## src/rtl/pll_drp_reconfig.sv

```systemverilog
// pll_drp_reconfig
//   Run-time reconfiguration sequencer for the system PLL via its DRP port.
//   On an accepted start it holds the PLL in reset, read-modify-writes every
//   entry of a register table, releases reset and waits for re-lock.
//   Clocked from the buffered board clock (DRP DCLK), never from a PLL output.
// Ports
//   clk_i, rst_i          clock, synchronous active-high reset
//   start_i               start request, accepted only while idle
//   tbl_addr_i            DRP address per entry, entry k at [7k+:7]
//   tbl_mask_i            keep mask per entry (1 = keep current bit), [16k+:16]
//   tbl_data_i            new data per entry, [16k+:16]
//   busy_o, done_o        sequence in progress / 1-cycle end pulse
//   err_o, err_lock_o     sticky error / error cause was lock timeout
//   pll_rst_o             PLL reset
//   daddr_o, den_o, dwe_o, di_o, do_i, drdy_i   DRP port
//   locked_i              asynchronous PLL lock, synchronised internally
module pll_drp_reconfig #(
   parameter int unsigned NUM_REGS     = 8,
   parameter int unsigned RST_HOLD     = 4,
   parameter int unsigned DRDY_TIMEOUT = 64,
   parameter int unsigned LOCK_TIMEOUT = 65535
) (
   input  logic                     clk_i,
   input  logic                     rst_i,
   input  logic                     start_i,
   input  logic [7*NUM_REGS-1:0]    tbl_addr_i,
   input  logic [16*NUM_REGS-1:0]   tbl_mask_i,
   input  logic [16*NUM_REGS-1:0]   tbl_data_i,
   output logic                     busy_o,
   output logic                     done_o,
   output logic                     err_o,
   output logic                     err_lock_o,
   output logic                     pll_rst_o,
   output logic [6:0]               daddr_o,
   output logic                     den_o,
   output logic                     dwe_o,
   output logic [15:0]              di_o,
   input  logic [15:0]              do_i,
   input  logic                     drdy_i,
   input  logic                     locked_i
);

   localparam int unsigned      IDX_W    = (NUM_REGS > 1) ? $clog2(NUM_REGS) : 1;
   localparam logic [IDX_W-1:0] LAST_IDX = IDX_W'(NUM_REGS - 1);
   localparam logic [15:0]      HOLD_END = 16'(RST_HOLD - 1);
   localparam logic [15:0]      DRDY_TO  = 16'(DRDY_TIMEOUT);
   localparam logic [15:0]      LOCK_TO  = 16'(LOCK_TIMEOUT);

   typedef enum logic [3:0] {
      S_IDLE, S_RST_PRE, S_RD, S_RD_WAIT, S_WR, S_WR_WAIT,
      S_RST_POST, S_LOCK_WAIT, S_ERR, S_FIN
   } state_e;

   state_e           state_q, state_d;
   logic [IDX_W-1:0] idx_q, idx_d;
   logic [15:0]      cnt_q, cnt_d, cnt_inc;
   logic [6:0]       daddr_q, daddr_d;
   logic [15:0]      di_q, di_d;
   logic             pll_rst_q, pll_rst_d;
   logic             err_q, err_d;
   logic             err_lock_q, err_lock_d;
   logic             lock_meta_q, lock_sync_q;
   logic             accept;

   logic [6:0]       addr_tbl_q [NUM_REGS];
   logic [15:0]      mask_tbl_q [NUM_REGS];
   logic [15:0]      data_tbl_q [NUM_REGS];

   assign accept  = (state_q == S_IDLE) && start_i;
   assign cnt_inc = (cnt_q == 16'hFFFF) ? cnt_q : cnt_q + 16'd1;

   always_comb begin
      state_d    = state_q;
      idx_d      = idx_q;
      cnt_d      = cnt_q;
      daddr_d    = daddr_q;
      di_d       = di_q;
      pll_rst_d  = pll_rst_q;
      err_d      = err_q;
      err_lock_d = err_lock_q;

      unique case (state_q)
         S_IDLE: begin
            if (start_i) begin
               state_d    = S_RST_PRE;
               idx_d      = '0;
               cnt_d      = '0;
               err_d      = 1'b0;
               err_lock_d = 1'b0;
               pll_rst_d  = 1'b1;
            end
         end
         S_RST_PRE: begin
            if (cnt_q >= HOLD_END) state_d = S_RD;
            else                   cnt_d   = cnt_inc;
         end
         S_RD: begin
            state_d = S_RD_WAIT;
            cnt_d   = '0;
         end
         S_RD_WAIT: begin
            // drdy is checked before the timeout so a same-cycle response wins
            if (drdy_i) begin
               state_d = S_WR;
               di_d    = (do_i & mask_tbl_q[idx_q]) | (data_tbl_q[idx_q] & ~mask_tbl_q[idx_q]);
            end else if (cnt_q >= DRDY_TO) begin
               state_d   = S_ERR;
               err_d     = 1'b1;
               pll_rst_d = 1'b0;
            end else begin
               cnt_d = cnt_inc;
            end
         end
         S_WR: begin
            state_d = S_WR_WAIT;
            cnt_d   = '0;
         end
         S_WR_WAIT: begin
            if (drdy_i) begin
               if (idx_q == LAST_IDX) begin
                  state_d = S_RST_POST;
                  cnt_d   = '0;
               end else begin
                  state_d = S_RD;
                  idx_d   = idx_q + 1'b1;
               end
            end else if (cnt_q >= DRDY_TO) begin
               state_d   = S_ERR;
               err_d     = 1'b1;
               pll_rst_d = 1'b0;
            end else begin
               cnt_d = cnt_inc;
            end
         end
         S_RST_POST: begin
            if (cnt_q >= HOLD_END) begin
               state_d   = S_LOCK_WAIT;
               cnt_d     = '0;
               pll_rst_d = 1'b0;
            end else begin
               cnt_d = cnt_inc;
            end
         end
         S_LOCK_WAIT: begin
            if (lock_sync_q) begin
               state_d = S_FIN;
            end else if (cnt_q >= LOCK_TO) begin
               state_d    = S_ERR;
               err_d      = 1'b1;
               err_lock_d = 1'b1;
               pll_rst_d  = 1'b0;
            end else begin
               cnt_d = cnt_inc;
            end
         end
         S_ERR: begin
            state_d   = S_FIN;
            pll_rst_d = 1'b0;
         end
         S_FIN: begin
            state_d = S_IDLE;
            idx_d   = '0;
         end
         default: state_d = S_IDLE;
      endcase

      // Address is loaded on entry to RD and simply held through WR and idle
      if (state_d == S_RD) daddr_d = addr_tbl_q[idx_d];
   end

   always_ff @(posedge clk_i) begin
      if (rst_i) begin
         state_q     <= S_IDLE;
         idx_q       <= '0;
         cnt_q       <= '0;
         daddr_q     <= '0;
         di_q        <= '0;
         pll_rst_q   <= 1'b0;
         err_q       <= 1'b0;
         err_lock_q  <= 1'b0;
         lock_meta_q <= 1'b0;
         lock_sync_q <= 1'b0;
         for (int unsigned k = 0; k < NUM_REGS; k++) begin
            addr_tbl_q[k] <= '0;
            mask_tbl_q[k] <= '0;
            data_tbl_q[k] <= '0;
         end
      end else begin
         state_q     <= state_d;
         idx_q       <= idx_d;
         cnt_q       <= cnt_d;
         daddr_q     <= daddr_d;
         di_q        <= di_d;
         pll_rst_q   <= pll_rst_d;
         err_q       <= err_d;
         err_lock_q  <= err_lock_d;
         lock_meta_q <= locked_i;
         lock_sync_q <= lock_meta_q;
         if (accept) begin
            for (int unsigned k = 0; k < NUM_REGS; k++) begin
               addr_tbl_q[k] <= tbl_addr_i[7*k +: 7];
               mask_tbl_q[k] <= tbl_mask_i[16*k +: 16];
               data_tbl_q[k] <= tbl_data_i[16*k +: 16];
            end
         end
      end
   end

   assign busy_o     = (state_q != S_IDLE) && (state_q != S_FIN);
   assign done_o     = (state_q == S_FIN);
   assign den_o      = (state_q == S_RD) || (state_q == S_WR);
   assign dwe_o      = (state_q == S_WR);
   assign daddr_o    = daddr_q;
   assign di_o       = di_q;
   assign pll_rst_o  = pll_rst_q;
   assign err_o      = err_q;
   assign err_lock_o = err_lock_q;

endmodule

```

## config.mk

```make
export PLATFORM = sky130hd
export DESIGN_NAME = pll_drp_reconfig
export DESIGN_NICKNAME = d
export VERILOG_FILES = /design/src/rtl/pll_drp_reconfig.sv
export SDC_FILE = /design/constraint.sdc
export NUM_CORES = 1
export LEC_CHECK = 0
export ABC_CLOCK_PERIOD_IN_PS = 11120
export CORE_ASPECT_RATIO = 0.6
export CORE_MARGIN = 2
export CORE_UTILIZATION = 46
export DETAILED_ROUTE_END_ITERATION = 16
export GPL_ROUTABILITY_DRIVEN = 0
export PLACE_DENSITY_LB_ADDON = 0.12
export REMOVE_ABC_BUFFERS = 1
export SYNTH_ARGS = -nofsm -noshare
export SYNTH_HDL_FRONTEND = slang
export SYNTH_SLANG_ARGS = --single-unit
```

## constraint.sdc

```tcl
create_clock -name clk_i -period 11.12 [get_ports clk_i]
set_clock_uncertainty 0.2 [all_clocks]
set_input_delay 3.336 -clock clk_i [delete_from_list [all_inputs] [get_ports clk_i]]
set_output_delay 3.336 -clock clk_i [all_outputs]
set_load 0.01 [all_outputs]
```

# Yosys cells after proc, flatten, opt, wreduce, memory -nomap -nowiden
# Memories as Yosys holds them, arrays and structs flattened. A register that Yosys moved wholly into a read port is not among the register bits.
# Index checks and enable logic that the tools add are counted.
# op_classes
n_bitwise	28
magnitude_cmp	3
reduce_logical	16
addsub	2
muxes	70
eq_ne	23
# op_table
cell	n
two-way mux 16 bit	26
one-hot mux 16 bit (7 select lines)	1
two-way mux 7 bit	8
one-hot mux 4 bit (9 select lines)	1
bitwise AND 16 bit	2
two-way mux 4 bit	8
bitwise OR 1 bit	24
two-way mux 3 bit	6
adder 16 x 1 -> 16 bit (second input constant)	1
equality test 16 bit (second input constant)	1
equality test 4 x 3 -> 1 bit (second input constant)	4
>= comparator 16 bit (second input constant)	1
>= comparator 16 x 2 -> 1 bit (second input constant)	1
>= comparator 16 x 7 -> 1 bit (second input constant)	1
two-way mux 1 bit	16
!= test 2 bit (second input constant)	8
NOT 16 bit	1
bitwise OR 16 bit	1
AND reduction 7 bit	2
equality test 4 x 2 -> 1 bit (second input constant)	3
one-hot mux 3 bit (3 select lines)	1
equality test 4 bit (second input constant)	2
nonzero test 7 bit	1
AND reduction 6 bit	1
other kinds (19)	21
# totals
memories	3
regBits	44
out_inout_bits	30
mem_bits_rw	312
# memory_table
memory	words	width	rd	rd_ports_with_merged_regs	wr	line_no	text
data_tbl_q	8	16	1	1	8	67	logic [15:0] data_tbl_q [NUM_REGS];
mask_tbl_q	8	16	1	1	8	66	logic [15:0] mask_tbl_q [NUM_REGS];
addr_tbl_q	8	7	1	1	8	65	logic [6:0] addr_tbl_q [NUM_REGS];

# Longest topological paths before layout
# Gate-level depths: netlist of run 1.
# logic_depth
ltp_word	6
depth_mapped	10
depth_no_buf	8

# Least setup slack after synthesis of run 1
# OpenSTA, ideal clock, no wires.
# synth_path
kind	input -> register
startpoint	input rst_i
endpoint	memory addr_tbl_q[0][0], enable pin
arrival_time_ps	10365
required_ps	10230
setup_time_ps	690
n_path_buf	1
path_stages	3
slack_ps	-135
cell_sequence	clkbuf_1 > clkinv_1 > nand2_1
# synth_lines
element	line_no	text
start, declared	24	input logic rst_i,
end, declared	65	

==> impl_metrics.tcl, run 1 <==
set metrics [dict create \
    layout-drive-gt1-share_pct 10.2 \
    clk_pin_slew_worst_paths_ps 60 \
    avgSynthCellArea_um2 13.9 \
    tightest_slew_ps 1130 \
    ir_worst_vdd_mv 0.135 \
    max_stage_delay_ps 940 \
    root_buffer "clkbuf_16" \
    drt_first_iter_violations 899 \
    ant_nets 0 \
    whs_ps 239 \
    initial_core_util_pct 46.5 \
    synth_common_cells "312 x edfxtp_1, 237 x and2_1, 102 x nor2b_1" \
    grt_pass1_vias 10890 \
    async_flop_share_pct 0 \
    nNetsFinal 1881 \
    core_mm2 0.0361 \
    fin_ws_ps 4580 \
    synthTopCellsByArea "edfxtp_1 56%, and2_1 8.8%, mux4_2 8.7%, dfxtp_1 6.1%, nor2b_1 3.8%" \
    path_buf_inv 3 \
    grt.overflow.total 0 \
    utilization_pct 60.9 \
    fmax_ghz 0.153 \
    antenna_found_initial 3 \
    cts-resized-gates 0 \
    vias_per_cell 5.26 \
    synth-seq-cells 363 \
    die_h_um 152 \
    path_class "in2reg" \
    crit_path_cell_trace "buf_4 > clkinv_1 > nand2_4 > buf_12" \
    crit_slowest_cell "nand2_4" \
    die_w_um 251 \
    place.detailed.hpwl_um 26300 \
    critPathTopFamily "buffers and inverters" \
    fin_setup_tns_ps 0 \
    drt_wl_total_um 39600 \
    numPortBuffers 362 \
    timing.max_cap.violations 0 \
    yosysMostFrequentCell "edfxtp_1" \
    power.leakage_nw 7.71 \
    fillers 2800 \
    cts_setup_buffers 0 \
    wl_per_cell_um 19.3 \
    grt_util_all_layers_pct 20.7 \
    worst_ep_required_time_ps 11060 \
    ys_seq_area_share_pct 61.8 \
    row_count 54 \
    startpoint_type "input pin" \
    post-route-min-period_ps 6540 \
    clock-sinks 363 \
    crit_arrival_ps 6480 \
    status "completed" \
    syn-cell-area_mm2 0.0168 \
    grt_start_max_net_pins 179 \
    power_density_mw_per_mm2 155 \
    dr.pass1.iters 5 \
    hp-class "reg2reg" \
    stdcell_area_mm2 0.0220 \
    drcViolationCount 0 \
    grt_first_pass_wirelength_um 61400 \
    dr_total_vias 10802 \
    place_ws_ps 3930 \
    cts_tree "yes" \
    htree_levels 2 \
    cts_made_buffers 37 \
    synth_top_area_cell "edfxtp_1" \
    final_max_slew_viol_count 0 \
    clk_latency_ps 530 \
    path_max_fanout 178 \
    place_area_mm2 0.0208 \
    synth_ff_type "edfxtp_1" \
    setup_viol 0 \
    report.final.hold_viol_count 0 \
    end_kind "register" \
    ctsHoldBuffers 0 \
    rsz0062_at_grt "no" \
    area_growth_pct 30.9 \
    ios 363 \
    relSlewSlack_pct 24.7 \
    fin_crit_sh_pct 58.8 \
    cts_buffer_depth 3 \
    synth_edf_count 312 \
    synthDistinctLibCells 67 \
    synth_top_area_share_pct 55.7 \
    synthCells 1213 \
    dieArea_mm2 0.0382 \
    yosys_warnings 0 \
]
layout by cell type, fill, tap and decap left out, types with 3 or more instances in the layout:
master / synthesis / layout
clkinv_2: 0 / 6
nor2b_1: 102 / 102
and2_1: 237 / 237
nor2_1: 48 / 47
nor4_1: 5 / 5
a211oi_1: 42 / 42
and3_1: 5 / 5
a21o_1: 3 / 3
o21ai_0: 16 / 16
a31oi_1: 8 / 7
nand2_1: 32 / 31
inv_1: 6 / 6
o31ai_1: 3 / 3
o21ai_2: 3 / 3
nor3_1: 10 / 10
clkbuf_16: 0 / 39
clkbuf_1: 58 / 4
a21oi_2: 3 / 4
nand3_1: 9 / 9
or3_1: 5 / 5
a21oi_1: 42 / 41
clkbuf_8: 0 / 3
clkinv_1: 1 / 10
o21a_1: 3 / 3
dfxtp_1: 51 / 48
buf_4: 2 / 11
edfxtp_1: 312 / 312
mux4_2: 65 / 65
mux2i_1: 63 / 63
nand4_1: 7 / 7
clkdlybuf4s50_1: 0 / 361
ha_1: 3 / 3
area by class of cell:
class	instances	area, um2	area share [%]
flip-flops and latches	363	10400	47.2
clock buffers	46	1030	4.69
multi-input cells	763	6080	27.6
clock inverters	22	166	0.756
inverters	7	26.3	0.119
repair buffers	373	3720	16.9
diodes	2	5.00	0.0227
well taps	476	596	2.70
layer usage:
| metal | wire [um] | share of wire, % | vias up | track usage (%) |
|---|---|---|---|---|
| li1 | - | - | 5176 | - |
| met1 | 17800 | 45 | 5212 | 29.7 |
| met2 | 18300 | 46 | 371 | 32.3 |
| met3 | 2960 | 7.5 | 43 | 4.97 |
| met4 | 551 | 1.4 | 0 | 4.62 |
| met5 | 0 | 0 | - | 0 |
state kept, by name, indices dropped and copies added, names as in the netlist, 3 cells and up:
register,cells
di_o,16
idx_q,3
state_q,4
daddr_o,7
addr_tbl_q,56
data_tbl_q,128
cnt_q,16
mask_tbl_q,128
kinds of logic (layout without fill, tap and decap cells):
logic type / after synthesis / after routing / synth area share [%]
other cells: 0 / 2 / 0
mux: 128 / 128 / 12.5
flops: 363 / 363 / 61.8
xor+xnor: 1 / 1 / 0.0521
simple gates: 478 / 478 / 16.8
fa+ha+maj: 3 / 3 / 0.223
compound gates: 153 / 153 / 6.41
buf+inv: 87 / 448 / 2.26
final timing paths:
check / depth (start not counted) / slack [ps] / startpoint / to
worst max-delay path: 4 / 4580 / rst_i / data_tbl_q[5][4]
worst min-delay path: 1 / 240 / lock_meta_q / lock_sync_q
worst max register to register: 7 / 7510 / state_q[2] / daddr_o[2]
worst min register to register: 1 / 240 / lock_meta_q / lock_sync_q
power by group:
| group | leakage (nW) | internal, mW | switching, mW | total (mW) |
|---|---|---|---|---|
| logic | 3.34 | 0.243 | 0.215 | 0.457 |
| clock network | 0.590 | 0.709 | 0.519 | 1.23 |
| registers | 3.77 | 1.67 | 0.0502 | 1.72 |
worst register-to-register path: cells and delay by family, from the launching register on:
family | cells | cell delay (ps)
AOI/OAI and AO/OA | 3 | 1420
DFF | 1 | 790
and+or+nand+nor | 4 | 1110
per-stage QoR:
step                power, mW  std cells
global placement         2.20       1982
detailed placement       2.21       1982
CTS                      3.44       2050
finish                   3.41       2052
global route             3.55       2051
floorplan                2.02       1133
Note: power is estimated with default switching activity, not from simulation.
==> run 2: changes to the inputs <==
Settings changed: ABC_CLOCK_PERIOD_IN_PS 11120 to 5800.
Clock period 11.12 ns to 5.8 ns, I/O delays scaled along.
==> run 2 against run 1 <==
Hold slack got worse by 1.7 ps. Routed wire length up 0.54%. Power grew 92%. Highest routed layer is now met5.
==> impl_metrics.tcl, run 2 (synthesis results as in run 1) <==
set metrics [dict create \
    nNetsFinal 1891 \
    hp-class "reg2reg" \
    dr_total_vias 10918 \
    fmax_ghz 0.217 \
    layout-drive-gt1-share_pct 10.9 \
    clock-sinks 363 \
    power_density_mw_per_mm2 295 \
    ant_nets 0 \
    wl_per_cell_um 19.3 \
    die_w_um 251 \
    numPortBuffers 362 \
    place.detailed.hpwl_um 26500 \
    p_clk_share_pct 35.7 \
    grt_first_pass_wirelength_um 62100 \
    p_sw_share_pct 23.0 \
    area_growth_pct 31.8 \
    drt_first_iter_violations 856 \
    core_mm2 0.0361 \
    power.share.sequential_pct 50.5 \
    cts_buffer_depth 3 \
    clk_pin_slew_worst_paths_ps 60 \
    fin_crit_sh_pct 79.5 \
    report.final.hold_viol_count 0 \
    whs_ps 237 \
    path_max_fanout 21 \
    vias_per_cell 5.29 \
    grt_start_max_net_pins 235 \
    root_buffer "clkbuf_16" \
    cts_setup_buffers 0 \
    grt.overflow.total 0 \
    dieArea_mm2 0.0382 \
    post-route-min-period_ps 4610 \
    tightest_slew_ps 1080 \
    row_count 54 \
    switchingPower_mw 1.50 \
    utilization_pct 61.3 \
    worst_ep_required_time_ps 3860 \
    crit_arrival_ps 2670 \
    ctsHoldBuffers 0 \
    cts_tree "yes" \
    htree_levels 2 \
    path_class "reg2out" \
    timing.max_cap.violations 0 \
    grt_util_all_layers_pct 21.0 \
    end_kind "output port" \
    ir_worst_vdd_mv 0.238 \
    cts-resized-gates 0 \
    ios 363 \
    layout_commonest_cell "clkdlybuf4s50_1" \
    startpoint_type "register" \
    clk_latency_ps 530 \
    antenna_found_initial 7 \
    status "completed" \
    final_cell_mix "361 x clkdlybuf4s50_1, 312 x edfxtp_1, 237 x and2_1, 102 x nor2b_1, 65 x mux4_2" \
    drt_wl_total_um 39800 \
    p_int_mw 5.03 \
    initial_core_util_pct 46.5 \
    rsz0062_at_grt "no" \
    grt_pass1_vias 11016 \
    fin_setup_tns_ps 0 \
    pwr-share-comb_pct 13.7 \
    final_max_slew_viol_count 0 \
    drcViolationCount 0 \
    setup_viol 0 \
    power.leakage_nw 7.78 \
    top_regs "data_tbl_q: 128 flops, mask_tbl_q: 128 flops, addr_tbl_q: 56 flops" \
    relSlewSlack_pct 28.3 \
    cts_made_buffers 38 \
    die_h_um 152 \
    dr.pass1.iters 5 \
]
## run 2: cell count changes in the layout (fill, tap and decap cells not counted), moves of 2 or more
| cell | previous run | this run |
|---|---|---|
| clkinv_4 | 2 | 0 |
| clkbuf_1 | 4 | 7 |
| clkinv_1 | 10 | 4 |
| clkinv_2 | 6 | 10 |
| buf_12 | 1 | 8 |
| clkbuf_8 | 3 | 5 |
| buf_4 | 11 | 13 |
| diode_2 | 2 | 5 |
## run 2: path summary, 6_finish.rpt
path / cells past startpoint / slack, ps / to / from
worst max-delay path: 4 / 1190 / den_o / state_q[2]
worst min-delay path: 1 / 240 / lock_sync_q / lock_meta_q
worst max register to register: 7 / 2210 / daddr_o[6] / state_q[2]
worst min register to register: 1 / 240 / lock_sync_q / lock_meta_q
## run 2: area by class of cell
cell class                 count  area [um2]
clock buffer                  51        1070
tap                          476         596
timing repair buffer         382        3870
clock inverter                17         115
fill                        2843       14000
sequential                   363       10400
multi-input combinational    763        6080
inverter                       7        26.3
antenna                        5        12.5
## run 2: layer usage
layer | global-route usage [%] | part of all wire, % | up-vias
met3 | 5.88 | 8.3 | 52
met1 | 29.2 | 44 | 5324
li1 | - | - | 5204
met2 | 32.6 | 46 | 336
met4 | 5.22 | 1.9 | 2
met5 | 0 | 0.020 | -
## run 2: through the flow
step / instances / cell area [um2] / power [mW] / setup slack [ps]
floorplan: 1133 / 16500 / 3.87 / -3830
global placement: 1991 / 21000 / 4.24 / 1060
detailed placement: 1991 / 21000 / 4.26 / 958
CTS: 2059 / 22200 / 6.61 / 1200
global route: 2061 / 22200 / 6.82 / 1040
finish: 2064 / 22200 / 6.53 / 1190
## run 2: critical path, stage by stage (launching register included)
cell and delay, ps:
dfxtp_1 770, nor2b_1 400, nor2_1 130, nor3_1 210, clkdlybuf4s50_1 630
## run 2: power by group through the flow
stage / sequential (mW) / combinational, mW / clock, mW
2_1_floorplan: 3.41 / 0.465 / 0
3_3_place_gp: 3.35 / 0.888 / 0
3_5_place_dp: 3.36 / 0.902 / 0
4_1_cts: 3.30 / 0.906 / 2.40
5_1_grt: 3.33 / 0.980 / 2.51
6_report: 3.30 / 0.898 / 2.33
==> run 3: changes to the inputs <==
Settings changed: ABC_CLOCK_PERIOD_IN_PS 5800 to 3990.
Clock period 5.8 ns to 3.99 ns, I/O delays scaled along.
==> run 3 against run 2 <==
Count of clock-buffer cells in the layout fell by 1. Clock power is 45% higher. Register-to-register slack worse by 1300 ps. Sequential share of layout area shrank 0.12 points. Highest routed layer is now met4.
==> impl_metrics.tcl, run 3 (synthesis results as in run 1) <==
set metrics [dict create \
    status "completed" \
    final_max_slew_viol_count 0 \
    cts_buffer_depth 3 \
    top_regs "data_tbl_q: 128 flops, mask_tbl_q: 128 flops, addr_tbl_q: 56 flops" \
    die_h_um 152 \
    place.detailed.hpwl_um 27200 \
    vias_per_cell 5.28 \
    report.final.hold_viol_count 0 \
    layout.area.seq_mm2 0.0104 \
    place_area_mm2 0.0210 \
    row_count 54 \
    grt_start_max_net_pins 149 \
    grt_util_all_layers_pct 20.9 \
    drcViolationCount 0 \
    ios 363 \
    antenna_cells 0 \
    layout_commonest_cell "clkdlybuf4s50_1" \
    layout-drive-gt1-share_pct 11.4 \
    cts_made_buffers 37 \
    core_mm2 0.0361 \
    stdcell_area_mm2 0.0222 \
    ant_nets 0 \
    path_max_fanout 10 \
    final_cells 2069 \
    fillers 2788 \
    power.leakage_nw 7.82 \
    pwr-share-comb_pct 14.0 \
    worst_ep_required_time_ps 2590 \
    fmax_ghz 0.271 \
    ir_worst_vdd_mv 0.314 \
    grt_first_pass_wirelength_um 62100 \
    drt_wl_total_um 39700 \
    post-route-min-period_ps 3690 \
    die_w_um 251 \
    p_int_mw 7.30 \
    grt_pass1_vias 11176 \
    dp_cells 2003 \
    switchingPower_mw 2.19 \
    p_clk_share_pct 35.6 \
    setup_viol 0 \
    power.share.sequential_pct 50.4 \
    startpoint_type "register" \
    final_cell_mix "361 x clkdlybuf4s50_1, 312 x edfxtp_1, 237 x and2_1, 102 x nor2b_1, 65 x mux4_2" \
    nNetsFinal 1902 \
    crit_arrival_ps 2290 \
    clock-sinks 363 \
    dieArea_mm2 0.0382 \
    relSlewSlack_pct 37.1 \
    root_buffer "clkbuf_16" \
    clk_latency_ps 540 \
    multi_input_area_mm2 0.00608 \
    grt.overflow.total 0 \
    clk_pin_slew_worst_paths_ps 60 \
    p_sw_share_pct 23.0 \
    antenna_found_initial 1 \
    initial_core_util_pct 46.5 \
    hp-class "reg2reg" \
    end_kind "output port" \
    wl_per_cell_um 19.2 \
    cts_setup_buffers 0 \
    cts_tree "yes" \
    dr.pass1.iters 6 \
    numPortBuffers 362 \
    ctsHoldBuffers 0 \
    dr_total_vias 10920 \
    power_density_mw_per_mm2 427 \
    area_growth_pct 32.2 \
    rsz0062_at_grt "no" \
    htree_levels 2 \
    path_class "reg2out" \
    fin_crit_sh_pct 92.4 \
    tightest_slew_ps 943 \
    cts-resized-gates 0 \
    timing.max_cap.violations 0 \
    drt_first_iter_violations 886 \
]
==> run 3: power groups by stage <==
stage / logic (mW) / clock network (mW) / registers (mW)
floorplan: 0.677 / 0 / 4.95
finish: 1.33 / 3.38 / 4.79
detailed placement: 1.33 / 0 / 4.87
global placement: 1.31 / 0 / 4.86
CTS: 1.34 / 3.47 / 4.79
global route: 1.44 / 3.63 / 4.83
==> run 3: cell type report <==
class	instances	area share [%]
sequential	363	46.8
multi-input combinational	763	27.4
timing repair buffer	394	17.8
clock buffer	50	4.80
tap	476	2.68
clock inverter	16	0.490
inverter	7	0.118
==> run 3: worst max-delay path, cell delays in order, from the launching register on <==
cell             delay (ps)
dfxtp_1                 600
nor2b_1                 190
or4_1                   440
clkdlybuf4s50_1         530
==> run 3: path summary, 6_finish.rpt <==
path	from	endpoint	slack [ps]	depth (start not counted)
worst min register to register	lock_meta_q	lock_sync_q	230	1
worst max register to register	state_q[0]	daddr_o[6]	930	9
worst max-delay path	state_q[3]	busy_o	300	3
worst min-delay path	lock_meta_q	lock_sync_q	230	1
==> run 3: metrics by stage <==
step	TNS, ps	setup WS (ps)	hold WS (ps)	util, %	power, mW
2_1_floorplan	-2247950	-5100	214	-	5.63
6_report	0	305	228	61.5	9.49
5_1_grt	0	189	244	61.5	9.90
3_5_place_dp	0	230	222	58.2	6.20
3_3_place_gp	0	253	223	58.2	6.17
4_1_cts	0	302	236	61.5	9.60
==> run 3: routing by layer <==
metal  wire length, um  up-vias  GRT usage, %
met1             17300     5271          29.2
met4               712        0          4.76
li1                  -     5218             -
met2             18300      378          32.7
met5                 0        -             0
met3              3390       53          5.89
